$ cat src/rtl/div_sched_ctrl.sv
// Purpose: configures and sequences a clock-divider tick path (burst or continuous).
// Latency: first tick is registered period+1 edges after the start edge; ticks every period+1 cycles.
// Backpressure: cfg_ready drops while a shadowed period is pending in RUN and recovers on the next tick or stop.
module div_sched_ctrl #(
  parameter int unsigned WIDTH = 32,
  parameter int unsigned CNT_W = 16,
  parameter logic [WIDTH-1:0] DEF_PERIOD = '0
) (
  input  logic             clk,
  input  logic             rst,
  input  logic             cfg_valid,
  output logic             cfg_ready,
  input  logic [WIDTH-1:0] cfg_period,
  input  logic [CNT_W-1:0] cfg_count,
  input  logic             start,
  input  logic             stop,
  output logic             busy,
  output logic             tick,
  output logic             done,
  output logic [CNT_W-1:0] ticks_left
);

  typedef enum logic [1:0] {IDLE = 2'd0, RUN = 2'd1, DONE = 2'd2} state_t;

  localparam logic [WIDTH-1:0] CTR_ONE = WIDTH'(1);
  localparam logic [CNT_W-1:0] CNT_ONE = CNT_W'(1);

  state_t           state_q, state_d;
  logic [WIDTH-1:0] counter_q, counter_d;
  logic [WIDTH-1:0] period_q, period_d;
  logic [CNT_W-1:0] count_q, count_d;
  logic [WIDTH-1:0] sh_period_q, sh_period_d;
  logic [CNT_W-1:0] sh_count_q, sh_count_d;
  logic             pending_q, pending_d;
  logic             tick_q, tick_d;
  logic             done_q, done_d;
  logic [CNT_W-1:0] ticks_left_q, ticks_left_d;
  logic             cfg_xfer;

  // Outside RUN config lands directly; in RUN only one shadowed write may be outstanding.
  assign cfg_ready  = (state_q != RUN) || !pending_q;
  assign cfg_xfer   = cfg_valid && cfg_ready;
  assign busy       = (state_q == RUN);
  assign tick       = tick_q;
  assign done       = done_q;
  assign ticks_left = ticks_left_q;

  // Next-state and datapath: run control, divide counter, shadow handling.
  always_comb begin
    state_d      = state_q;
    counter_d    = counter_q;
    period_d     = period_q;
    count_d      = count_q;
    sh_period_d  = sh_period_q;
    sh_count_d   = sh_count_q;
    pending_d    = pending_q;
    tick_d       = 1'b0;
    done_d       = done_q;
    ticks_left_d = ticks_left_q;
    case (state_q)
      IDLE, DONE: begin
        if (cfg_xfer) begin
          period_d = cfg_period;
          count_d  = cfg_count;
        end
        if (start) begin
          state_d      = RUN;
          counter_d    = '0;
          ticks_left_d = cfg_xfer ? cfg_count : count_q;
          done_d       = 1'b0;
        end
      end
      RUN: begin
        if (stop) begin
          // Abort wins over a coincident tick; any pending shadow is committed now.
          state_d      = IDLE;
          counter_d    = '0;
          ticks_left_d = '0;
          done_d       = 1'b0;
          pending_d    = 1'b0;
          if (pending_q) begin
            period_d = sh_period_q;
            count_d  = sh_count_q;
          end else if (cfg_xfer) begin
            period_d = cfg_period;
            count_d  = cfg_count;
          end
        end else begin
          if (cfg_xfer) begin
            sh_period_d = cfg_period;
            sh_count_d  = cfg_count;
            pending_d   = 1'b1;
          end
          if (counter_q == period_q) begin
            counter_d = '0;
            tick_d    = 1'b1;
            // Period swaps only at a tick boundary so no interval is ever shortened.
            if (pending_q) begin
              period_d  = sh_period_q;
              count_d   = sh_count_q;
              pending_d = 1'b0;
            end
            // A zero ticks_left means continuous mode; it never decrements.
            if (ticks_left_q != '0) begin
              ticks_left_d = ticks_left_q - CNT_ONE;
              if (ticks_left_q == CNT_ONE) begin
                state_d = DONE;
                done_d  = 1'b1;
              end
            end
          end else begin
            counter_d = counter_q + CTR_ONE;
          end
        end
      end
      default: state_d = IDLE;
    endcase
  end

  // State and datapath registers; reset discards any shadowed configuration.
  always_ff @(posedge clk or negedge rst) begin
    if (!rst) begin
      state_q      <= IDLE;
      counter_q    <= '0;
      period_q     <= DEF_PERIOD;
      count_q      <= '0;
      sh_period_q  <= '0;
      sh_count_q   <= '0;
      pending_q    <= 1'b0;
      tick_q       <= 1'b0;
      done_q       <= 1'b0;
      ticks_left_q <= '0;
    end else begin
      state_q      <= state_d;
      counter_q    <= counter_d;
      period_q     <= period_d;
      count_q      <= count_d;
      sh_period_q  <= sh_period_d;
      sh_count_q   <= sh_count_d;
      pending_q    <= pending_d;
      tick_q       <= tick_d;
      done_q       <= done_d;
      ticks_left_q <= ticks_left_d;
    end
  end

endmodule

$ cat config.mk
export PLATFORM = sky130hd
export DESIGN_NAME = div_sched_ctrl
export DESIGN_NICKNAME = d
export VERILOG_FILES = /design/src/rtl/div_sched_ctrl.sv
export SDC_FILE = /design/constraint.sdc
export NUM_CORES = 1
export LEC_CHECK = 0
export BUFFER_PORTS_ARGS = -buffer_cell sky130_fd_sc_hd__buf_2
export CAP_MARGIN = 0
export CELL_PAD_IN_SITES_DETAIL_PLACEMENT = 1
export CELL_PAD_IN_SITES_GLOBAL_PLACEMENT = 1
export CORE_MARGIN = 8
export CORE_UTILIZATION = 51
export CTS_CLUSTER_SIZE = 25
export DETAILED_ROUTE_END_ITERATION = 12
export HOLD_SLACK_MARGIN = 0.12
export PLACE_DENSITY_LB_ADDON = 0.1
export SYNTH_ARGS = -nofsm -noshare
export SYNTH_HDL_FRONTEND = slang
export SYNTH_SLANG_ARGS = --single-unit
$ cat constraint.sdc
create_clock -name clk -period 6.2 [get_ports clk]
set_input_delay 0.31 -clock clk [delete_from_list [all_inputs] [get_ports clk]]
set_output_delay 0.31 -clock clk [all_outputs]
set_load 0.05 [all_outputs]
==> flow_summary.toml, run 1 <==
[sta]
setup_ws_ns = 2.62
fin_crit_sh_pct = 57.7
finClkSkew_ns = 0.0126
fin_crit_ns = 3.58
setup_viol = 0
slew_violations = 0
fin_setup_tns_ns = 0
slew_headroom_pct = 20.5
fmax_mhz = 280
holdWs_ns = 0.130
hold_violations = 0
worst_slew_pin_slew_ns = 1.19
grt_setup_unrepaired = "no"

[worst_setup_path]
timing.rr.end = "period_q[0]"
critical_path.top_delay_family = "simple AND/OR/NAND/NOR gates"
arrival_ns = 3.88
reg2reg_depth = 7
crit_slowest_cell = "a21oi_4"
setup.worst_path.class = "flip-flop to flip-flop"
r2r_start = "state_q[1]"
crit_start = "state_q[1]"
critical_path.cell_chain = "nand2b_1 > inv_2 > nand2_1 > a31oi_1 > a21oi_4 > buf_4 > mux2_2"
cpPeakStageDelay_ns = 0.78
worstPathMaxFanout = 26
crit_path_start_kind = "flip-flop"
cp-end-kind = "flip-flop"
worst-path-buf-inv = 2
rrSetupSlack_ns = 2.62
cp.required_ns = 6.50

[place]
routabilityCongestion = 0.887
pre_cts_ws_ns = 2.68
hpwl_um = 15000
dpl.cell_count = 980
io_buffer_count = 72

[drt]
ant_nets = 0
firstDrtPassIters = 4
drtIter0Drc = 345
via_count = 6207
wl_um = 22400
via_per_inst = 6.13
drc = 0
wire_per_inst_um = 22.1

[final_layout]
final_cell_count_no_fill = 1013
areaGrowthSynthToFinish_pct = 14.0
nets = 868
antennaDiodeCount = 0
drive_gt1_share_pct = 25.3

[floorplan]
dieHeight_um = 141
ioPinCount = 73
core_um2 = 15200
start_util_pct = 52.2
dieArea_um2 = 19800
rows = 45
die_w_um = 141

[power_and_ir_drop]
p_per_area_nw_per_um2 = 511
p_leak_nw = 3.90
peakVddDrop_v = 0.000306
power.total_mw = 4.62

[synthesis]
yosys-top-cells-count = "149 x dfrtp_1, 100 x nor2_1, 81 x mux2_2"
synthArstFlopShare_pct = 100
synth_top_area_share_pct = 47.0
seq_area_frac_synth_pct = 47.0
post_synth_num_cell_types = 57
yosys.area.top_type = "dfrtp_1"
syn_inst = 756
synth_area_um2 = 7940
ys.flop_type = "dfrtp_1"
ys_ff_latch = 149
synthesis.nets = 812
synth_area_leaders = "dfrtp_1 47%, mux2_2 11%, xnor2_1 5.0%"
syn_avg_cell_area_um2 = 10.5
yosysMostFrequentCell = "dfrtp_1"
ys_warn_count = 0
synth-edff-count = 0

[clocking]
clockBufferDepth = 2
numCtsBuffers = 17
clock_latency_ns = 0.43
cts.sinks = 149
ctsHtreeMaxLevel = 4
path_clk_slew_ns = 0.07
cts_resized = 0
cts_tree = "built"
clockRootBuffer = "clkbuf_16"

[hold_path]
holdPathEnd = "sh_period_q[19]"
worstHoldPathCells = 2
worstHoldStart = "cfg_period[19]"
hold_path.class = "primary input to flip-flop"

[grt]
grt_pass1_vias = 6780
track_usage_pct = 23.3
grt-ovfl-total = 0
grt_pass1_wl_um = 36900
grt_antenna_before_repair = 0
grt_max_degree = 97

[run]
cap_violations = 0

[outcome]
status = "finished, final reports clean"
## logic make-up after synthesis
| group | share of synthesized area [%] |
|---|---|
| and+or+nand+nor | 11.9 |
| AOI/OAI and AO/OA | 13.3 |
| DFF | 47.0 |
| muxes | 17.9 |
| buffers and inverters | 3.44 |
| xor gates and xnor gates | 6.07 |
| adders and majority gates | 0.473 |
## timing repair
item                      4_1_cts  5_1_grt
hold endpoints to repair       88        0
buffers inserted                0        0
hold buffers                    1        0
## through the flow
| step | cell area, um2 | utilization, % |
|---|---|---|
| finish | 9050 | 59.5 |
| global route | 9050 | 59.5 |
| CTS | 9050 | 59.5 |
| detailed placement | 8420 | 55.4 |
| global placement | 8420 | 55.4 |
| floorplan | 7940 | - |
## where the power goes
part	internal, mW	switching (mW)
Sequential	1.36	0.348
Combinational	0.781	1.05
Clock	0.645	0.446
Total	2.78	1.84
## worst max-delay path by stage
stage	end	slack (ns)	cells past startpoint
detailed placement	period_q[31]	2.68	7
finish	period_q[0]	2.62	7
floorplan	period_q[11]	3.88	11
CTS	period_q[0]	2.64	7
global placement	period_q[0]	2.83	7
global route	period_q[0]	2.41	7
## layer usage
metal / global-route usage, % / up-vias / routed length, um
met5: 0 / - / 0
met4: 8.94 / 0 / 624
met3: 4.46 / 44 / 799
met2: 42.0 / 149 / 11800
met1: 27.0 / 3168 / 9150
li1: - / 2846 / -
## worst reg2reg max path: cells and delay by family, from the launching register on
kind | cells | cell delay (ns)
muxes | 1 | 0.39
DFF | 1 | 0.44
and+or+nand+nor | 2 | 0.96
AOI/OAI and AO/OA | 2 | 0.94
buffers and inverters | 2 | 0.72
## placed cells by master (no fill, tap or decap), types with 17 or more instances in the layout
master	instances
nand2_1	28
mux2_2	81
clkbuf_16	17
a21oi_1	59
xnor2_1	45
mux2_1	20
buf_2	71
a22oi_1	33
nor2_1	100
mux2i_1	28
dfrtp_1	149
## flip-flops by register name, summed over array words and instances, names as in the netlist
signal	count
counter_q	32
count_q	16
sh_count_q	16
state_q	2
period_q	32
sh_period_q	32
done	1
pending_q	1
tick	1
ticks_left	16
## area by class of cell
cell class / instances / area [um2]
Multi-Input combinational cell: 550 / 3970
Fill cell: 1624 / 6160
Sequential cell: 149 / 3730
Clock inverter: 15 / 195
Clock buffer: 17 / 425
Tap cell: 188 / 235
Inverter: 12 / 45.0
Timing Repair Buffer: 82 / 444
Power figures use the tool's default switching activity.
==> inputs of run 2 (changes only) <==
--- a/config.mk
+++ b/config.mk
@@ -10,7 +10,7 @@
 export CELL_PAD_IN_SITES_DETAIL_PLACEMENT = 1
 export CELL_PAD_IN_SITES_GLOBAL_PLACEMENT = 1
 export CORE_MARGIN = 8
-export CORE_UTILIZATION = 51
+export CORE_UTILIZATION = 43
 export CTS_CLUSTER_SIZE = 25
 export DETAILED_ROUTE_END_ITERATION = 12
 export HOLD_SLACK_MARGIN = 0.12
==> constraint.sdc (replaced) <==
create_clock -name clk -period 2.9 [get_ports clk]
set_input_delay 0.145 -clock clk [delete_from_list [all_inputs] [get_ports clk]]
set_output_delay 0.145 -clock clk [all_outputs]
set_load 0.05 [all_outputs]
==> run 2 against run 1 <==
Net effect: count of clock-buffer cells in the layout rose by 4; flip-flop and latch count did not move; register-to-register slack got worse by 2.4 ns; core utilization fell by 5.8 points; combinational power rose by 120%; setup slack got worse by 2.4 ns.
==> flow_summary.toml, run 2 (same netlist as run 1, synthesis figures left out) <==
[outcome]
status = "finished, final reports clean"

[power_and_ir_drop]
clkPwrFrac_pct = 21.9
swShare_pct = 39.3
p_per_area_nw_per_um2 = 1020
internal_power_mw = 6.01
peakVddDrop_v = 0.000591
pwr-share-comb_pct = 41.4
p_leak_nw = 4.18
switching_power_mw = 3.89
power_frac_seq_pct = 36.7

[grt]
grt_max_degree = 93
grt_pass1_vias = 7190
grt-ovfl-total = 0
grt_antenna_before_repair = 1
grt_pass1_wl_um = 38500
track_usage_pct = 20.6

[final_layout]
final_common_cell = "dfrtp_1"
final_cell_mix = "149 x dfrtp_1, 100 x nor2_1, 81 x mux2_2"
seqCellArea_um2 = 3730
finalInstanceArea_um2 = 9690
multi_input_area_um2 = 3970
final_cell_count_no_fill = 1116
top_regs = "counter_q (32), period_q (32), sh_period_q (32)"
num-fill-cells = 1973
nets = 932
areaGrowthSynthToFinish_pct = 22.0
drive_gt1_share_pct = 24.7
antennaDiodeCount = 0

[worst_setup_path]
setup.worst_path.class = "flip-flop to flip-flop"
cp-end-kind = "flip-flop"
cp.required_ns = 3.24
worstPathMaxFanout = 9
arrival_ns = 3.01
crit_slowest_cell = "nor2_1"
critical_path.cell_chain = "xnor2_1 > nand4_1 > nor4_2 > a21oi_1 > nor2_1 > a2bb2oi_1"
crit_path_start_kind = "flip-flop"
cpPeakStageDelay_ns = 0.55

[drt]
ant_nets = 0
drc = 0
via_per_inst = 5.67
via_count = 6333
wl_um = 23500
drtIter0Drc = 333
firstDrtPassIters = 5
wire_per_inst_um = 21.1

[clocking]
numCtsBuffers = 17
cts_tree = "built"
clockBufferDepth = 2
cts.sinks = 149
clock_latency_ns = 0.43
clockRootBuffer = "clkbuf_16"
ctsHtreeMaxLevel = 4
post_cts_buffers = 0
path_clk_slew_ns = 0.06

[sta]
worst_slew_pin_slew_ns = 0.931
fin_setup_tns_ns = 0
grt_setup_unrepaired = "no"
fmax_mhz = 375
slew_headroom_pct = 37.9
hold_violations = 0
slew_violations = 0
finClkSkew_ns = 0.0100
fin_crit_ns = 2.67
fin_crit_sh_pct = 92.0
setup_viol = 0

[place]
io_buffer_count = 72
routabilityCongestion = 0.857
hpwl_um = 15900
post_dp_cell_area_um2 = 8610
dpl.cell_count = 1035

[run]
cap_violations = 0

[floorplan]
rows = 49
core_um2 = 18000
dieArea_um2 = 23100
die_w_um = 152
ioPinCount = 73
start_util_pct = 44.0
dieHeight_um = 152

[hold_path]
hold_path.class = "primary input to asynchronous set/reset pin"
-- run 2: layer usage --
layer  vias up  share of wire, %  track usage (%)
li1       2974                 -                -
met1      3194                42             23.4
met2       124                51             36.4
met3        41               4.3             5.02
met4         0               2.8             8.25
met5         -                 0                0
-- run 2: power groups by stage --
stage / registers (mW) / logic (mW) / clock network (mW)
final: 3.63 / 4.10 / 2.17
after global routing: 3.74 / 4.48 / 2.31
after CTS: 3.63 / 4.15 / 2.21
after detailed placement: 3.64 / 4.05 / 0
after global placement: 3.59 / 3.88 / 0
after floorplan: 3.67 / 2.79 / 0
-- run 2: path summary, 6_finish.rpt --
kind	start	end	slack, ns	cells after the start
worst max-delay path	counter_q[24]	ticks_left[4]	0.23	6
worst min-delay path	rst	sh_period_q[24]	0.39	2
worst max register to register	counter_q[24]	ticks_left[4]	0.23	6
worst min register to register	sh_count_q[4]	sh_count_q[4]	0.51	1
max in group asynchronous	rst	sh_period_q[31]	1.63	3
min in group clk	cfg_period[24]	sh_period_q[24]	0.50	3
-- run 2: critical path: cells and delay by family (launching register included) --
kind | cells | cell delay (ns)
flip-flops | 1 | 0.43
AO/OA/AOI/OAI | 2 | 0.63
XOR/XNOR | 1 | 0.24
AND/OR/NAND/NOR | 3 | 1.27
-- run 2: layout make-up --
cell class | instances | share of cell area [%]
flip-flops and latches | 149 | 38.5
inverters | 12 | 0.465
clock inverters | 9 | 1.09
multi-input cells | 550 | 41.0
well taps | 229 | 2.96
repair buffers | 146 | 11.2
clock buffers | 21 | 4.75
-- run 2: per-stage QoR --
stage          hold WS, ns  setup WS [ns]  power, mW  util, %
2_1_floorplan       -0.151          0.580       6.46        -
3_3_place_gp         0.302          0.293       7.46     47.8
3_5_place_dp         0.312          0.232       7.69     47.8
4_1_cts              0.428          0.185       9.99     53.7
5_1_grt              0.458         0.0436       10.5     53.7
6_report             0.385          0.231       9.90     53.7
-- run 2: timing repair --
item,4_1_cts,5_1_grt
resized for setup,0,0
hold buffers,51,0
endpoints found under the hold margin,141,0
